**src/rtl/ctrl_pipe_chain.sv**
```systemverilog
// Parametrised control-bundle pipeline with per-stage stall, flush, valid and keep mask.
// Upstream stalls insert zero bubbles downstream; a saturating counter tracks them.
module ctrl_pipe_chain #(
  parameter int                    W         = 18,
  parameter int                    STAGES    = 3,
  parameter logic [STAGES*W-1:0]   KEEP_MASK = {STAGES*W{1'b1}},
  parameter int                    CNT_W     = 16
) (
  input  logic                          clk,
  input  logic                          rst,
  input  logic                          in_valid,
  input  logic [W-1:0]                  in_ctrl,
  input  logic [STAGES-1:0]             stall,
  input  logic [STAGES-1:0]             flush,
  output logic                          in_ready,
  output logic [STAGES*W-1:0]           out_ctrl,
  output logic [STAGES-1:0]             out_valid,
  output logic [$clog2(STAGES+1)-1:0]   occupancy,
  output logic [CNT_W-1:0]              bubble_cnt
);

  localparam int OCC_W = $clog2(STAGES+1);
  localparam int SUM_W = CNT_W + 4;
  localparam logic [SUM_W-1:0] CNT_MAX = {{4{1'b0}}, {CNT_W{1'b1}}};

  logic [STAGES-1:0]     hold_s;
  logic [STAGES:0]       hold_ext_s;
  logic [STAGES:0]       valid_ext_s;
  logic [(STAGES+1)*W-1:0] ctrl_ext_s;
  logic [STAGES-1:0]     bubble_s;
  logic [STAGES-1:0]     valid_d, valid_q;
  logic [STAGES*W-1:0]   ctrl_d, ctrl_q;
  logic [CNT_W-1:0]      bubble_cnt_d, bubble_cnt_q;
  logic [SUM_W-1:0]      cnt_sum_s;
  logic [OCC_W-1:0]      occ_s;

  // A stall anywhere downstream freezes every stage above it.
  always_comb begin
    hold_s = {STAGES{1'b0}};
    hold_s[STAGES-1] = stall[STAGES-1];
    for (int i = STAGES - 2; i >= 0; i--) begin
      hold_s[i] = stall[i] | hold_s[i+1];
    end
  end

  // Shifted-by-one views give stage i direct access to stage i-1 without negative indices.
  assign hold_ext_s  = {hold_s, 1'b0};
  assign valid_ext_s = {valid_q, 1'b0};
  assign ctrl_ext_s  = {ctrl_q, {W{1'b0}}};

  always_comb begin
    valid_d  = valid_q;
    ctrl_d   = ctrl_q;
    bubble_s = {STAGES{1'b0}};
    for (int i = 0; i < STAGES; i++) begin
      if (flush[i]) begin
        valid_d[i]       = 1'b0;
        ctrl_d[i*W +: W] = {W{1'b0}};
      end else if (hold_s[i]) begin
        valid_d[i]       = valid_q[i];
        ctrl_d[i*W +: W] = ctrl_q[i*W +: W];
      end else if (i == 0) begin
        valid_d[i]       = in_valid;
        ctrl_d[i*W +: W] = in_valid ? (in_ctrl & KEEP_MASK[i*W +: W]) : {W{1'b0}};
      end else if (hold_ext_s[i]) begin
        valid_d[i]       = 1'b0;
        ctrl_d[i*W +: W] = {W{1'b0}};
        bubble_s[i]      = 1'b1;
      end else begin
        valid_d[i]       = valid_ext_s[i];
        ctrl_d[i*W +: W] = ctrl_ext_s[i*W +: W] & KEEP_MASK[i*W +: W];
      end
    end
  end

  // Extra headroom bits let the per-cycle increment be compared against the ceiling.
  always_comb begin
    cnt_sum_s = {{4{1'b0}}, bubble_cnt_q};
    for (int i = 0; i < STAGES; i++) begin
      cnt_sum_s = cnt_sum_s + SUM_W'(bubble_s[i]);
    end
    if (cnt_sum_s > CNT_MAX) begin
      bubble_cnt_d = CNT_MAX[CNT_W-1:0];
    end else begin
      bubble_cnt_d = cnt_sum_s[CNT_W-1:0];
    end
  end

  always_comb begin
    occ_s = {OCC_W{1'b0}};
    for (int i = 0; i < STAGES; i++) begin
      occ_s = occ_s + OCC_W'(valid_q[i]);
    end
  end

  always_ff @(posedge clk) begin
    if (!rst) begin
      valid_q      <= {STAGES{1'b0}};
      ctrl_q       <= {STAGES*W{1'b0}};
      bubble_cnt_q <= {CNT_W{1'b0}};
    end else begin
      valid_q      <= valid_d;
      ctrl_q       <= ctrl_d;
      bubble_cnt_q <= bubble_cnt_d;
    end
  end

  assign in_ready   = ~hold_s[0];
  assign out_valid  = valid_q;
  assign out_ctrl   = ctrl_q;
  assign occupancy  = occ_s;
  assign bubble_cnt = bubble_cnt_q;

endmodule

```
**config.mk**
```make
export PLATFORM = sky130hd
export DESIGN_NAME = ctrl_pipe_chain
export DESIGN_NICKNAME = d
export VERILOG_FILES = /design/src/rtl/ctrl_pipe_chain.sv
export SDC_FILE = /design/constraint.sdc
export NUM_CORES = 1
export LEC_CHECK = 0
export BUFFER_PORTS_ARGS = -buffer_cell sky130_fd_sc_hd__buf_2
export CORE_ASPECT_RATIO = 0.8
export CORE_UTILIZATION = 45
export DETAILED_ROUTE_END_ITERATION = 7
export PLACE_DENSITY = 0.8
export RECOVER_POWER = 100
export SLEW_MARGIN = 0
export SYNTH_ARGS = -nofsm -noshare
export SYNTH_HDL_FRONTEND = slang
export SYNTH_SLANG_ARGS = --single-unit
```
**constraint.sdc**
```tcl
create_clock -name clk -period 3.3 [get_ports clk]
set_input_delay 0.33 -clock clk [delete_from_list [all_inputs] [get_ports clk]]
set_output_delay 0.33 -clock clk [all_outputs]
set_load 0.01 [all_outputs]
```
==> metrics.txt <==
status=finished, violations left; failing checks=max-capacitance violations, max-slew violations; quantity of gates resized following cts=0; Synth cell types=39; syn nets=354; Worst Hold Class=in2reg; critical path buffer and inverter count=3; clock slew at reported path FFs=0.08 ns; hold_buf cts=0; H-tree depth=3; final setup margin=0.6035 ns; Combinational Power Share=under 10%; pre-CTS setup slack=0.4959 ns; CTS root buffer=clkbuf_8; final max-slew violation count=39; Final Hold Viols=0; routed vias/inst=5.238; worst slew pin tran=1.555 ns; Fillers=590; P_leak=1.173 nW; row count=25; Clk network pwr share=44.8%; Final ANT Viol Nets=0; final net count=between 400 and 500; Tmin final=2.697 ns; Peak VDD IR=0.2647 mV; Setup TNS=0 ns; Die X=91.25 um; crit end category=register; Synth area leaders=dfxtp_1, a21oi_1, nand2_1; # setup viols final=0; Switching Fraction=a little under a quarter; GRT Overall Usage=22.11%; I/O pins=103; DRC=0; hold path cells=3; max_cap viols=1; Syn. warnings=0; R2R Path Start=bubble_cnt[0]$_SDFF_PN0_; Skew-Pair Late Insertion Delay=0.34 ns; routed via count=2614; fin cells=between 400 and 500; critical path class=in2reg; cts bufs inserted=9; die height=73.40 um; Buffers on Ports=roughly 100; GPL Wtd Cong=0.9176; DP HPWL=5.091 mm; largest stage delay on the critical path=approximately 0.53 ns; synth cell count leaders=dfxtp_1, a21oi_1, nand2_1; post-layout total power=0.001746 W; multi-input logic area=~0.0013 sq mm; WL per Instance=14.71 um; Worst Hold End=out_ctrl[8]$_SDFFE_PP0P_; DRT iter0 DRCs=169; CTS max path bufs=2; register area=approximately 0.0015 sq mm; Initial Utilization=47.50%; 1st-pass router iterations=4; Hold Startpoint=in_ctrl[8]; largest net degree at the start of global routing=39; area of the mapped netlist=approximately 0.0029 sq mm; Worst Setup Start Kind=primary input; CTS tree=done; Tcrit/Tclk final=81.71%; Area growth syn-to-layout=21.68%; Die ar.=approximately 0.0067 sq mm; ANT cells=0; Pint=0.001339 W; worst clock skew=0.006373 ns; Worst path top cell family by delay=simple AND/OR/NAND/NOR gates; #FFs+latches synth=between 70 and 80; flop-to-flop setup slack=roughly 0.94 ns; top-area cell type share of the netlist area=50.96%; core area=0.006037 sq mm; Worst Path Required=roughly 3.6 ns; f_max=0.3709 GHz; Worst Path Max Fanout=23; area leader, netlist=dfxtp_1; critical-path cell list=buf_2 -> or3b_2 -> fa_1 -> inv_1 -> ha_1 -> and4_1 -> nand4_1 -> clkbuf_1 -> and4_2 -> nor3_1; top_reg_cell synth=dfxtp_1; number of post-CTS setup repair buffers=0; Cells after Synth=324; dpl cells=483; most common cell in the synthesized netlist=dfxtp_1; final instance area=about 0.0035 sq mm; Pwr Density=500.4 mW/mm^2; grt ovf=0; R2R depth=9; Flop pwr share=50.8%; Post-synth EDFFs=0; Worst slew margin=-3.699%; ys async rst share=0%; antenna violations before repair=0; vias in the first global route=2258; WL final=7.339 mm; Sw Pwr=0.0004069 W; Cell Area, Placed=roughly 0.0034 sq mm; TritonCTS Sinks=73; RSZ-0062 raised after global routing=no; CP max-delay cell=or3b_2; first-pass GRT wire length=11.41 mm; ratio of cells with drive above 1 in the final layout=between 10% and 20%; Worst R2R End=bubble_cnt[13]$_SDFF_PN0_; sequential cell area fraction in the yosys report=around 50%; critical path arrival=2.96 ns; Avg Synthesized Cell Area=slightly below 9 sq um
-- worst max-delay path by stage --
stage             start                         to  slack [ns]  cells after the start
3_3_place_gp   stall[2]  bubble_cnt[13]$_SDFF_PN0_        0.57                     10
5_1_grt        stall[2]  bubble_cnt[13]$_SDFF_PN0_        0.49                     10
6_report       stall[2]  bubble_cnt[13]$_SDFF_PN0_        0.60                     10
2_1_floorplan  stall[2]  bubble_cnt[14]$_SDFF_PN0_        0.77                     10
3_5_place_dp   stall[2]  bubble_cnt[13]$_SDFF_PN0_        0.50                     10
4_1_cts        stall[2]  bubble_cnt[13]$_SDFF_PN0_        0.85                     10
-- power by group through the flow --
stage / Clock [W] / Combinational, W / Sequential (W)
2_1_floorplan: 0 / 0.0000485 / 0.000909
3_3_place_gp: 0 / 0.0000779 / 0.000908
3_5_place_dp: 0 / 0.0000787 / 0.000908
4_1_cts: 0.000794 / 0.0000791 / 0.000887
5_1_grt: 0.000833 / 0.0000851 / 0.000887
6_report: 0.000782 / 0.0000775 / 0.000887
-- cells in the final DEF, fill, tap and decap left out, drive strengths merged, types with 7 or more instances in the layout --
master and count:
a21oi 47, a22oi 19, clkbuf 87, nand2 43, nor2 24, buf 26
inv 7, nand3 19, nand3b 20, dfxtp 73
-- flip-flops by register name (all words and copies together) (netlist names) --
signal / cells
out_valid: 3
bubble_cnt: 16
out_ctrl: 54
-- metal layers --
metal | vias up | wire, um | GRT usage (%)
li1 | 1308 | - | -
met1 | 1214 | 3468 | 31.01
met2 | 84 | 3316 | 31.90
met3 | 8 | 449 | 6.004
met4 | 0 | 104 | 9.877
met5 | - | 0 | 0
-- tightest hold or removal path, cell delays in order --
cell,delay (ns)
buf_2,0.10
nand3_1,0.07
a21oi_1,0.06
-- cells by family after synthesis --
kind of cell	Yosys count	synth area share (%)
compound gates	76	15.71
fa+ha+maj	3	1.832
xor+xnor	5	1.527
mux	1	0.3491
simple gates	135	24.78
buf+inv	31	4.843
flops	73	50.96
-- metrics by stage --
stage                     hold slack, ns  util, %
after floorplan                   0.4683        -
final                             0.2444    57.80
after CTS                         0.2384    59.67
after detailed placement          0.4580    55.94
after global placement            0.4532    55.94
after global routing              0.2380    57.80
-- area by class of cell --
class / count / area share, %
clock inverters: 7 / 2.904
multi-input cells: 220 / 36.11
flip-flops and latches: 73 / 41.88
well taps: 81 / 2.904
inverters: 5 / 0.5378
clock buffers: 9 / 3.550
repair buffers: 104 / 12.12
Power figures use the tool's default switching activity.
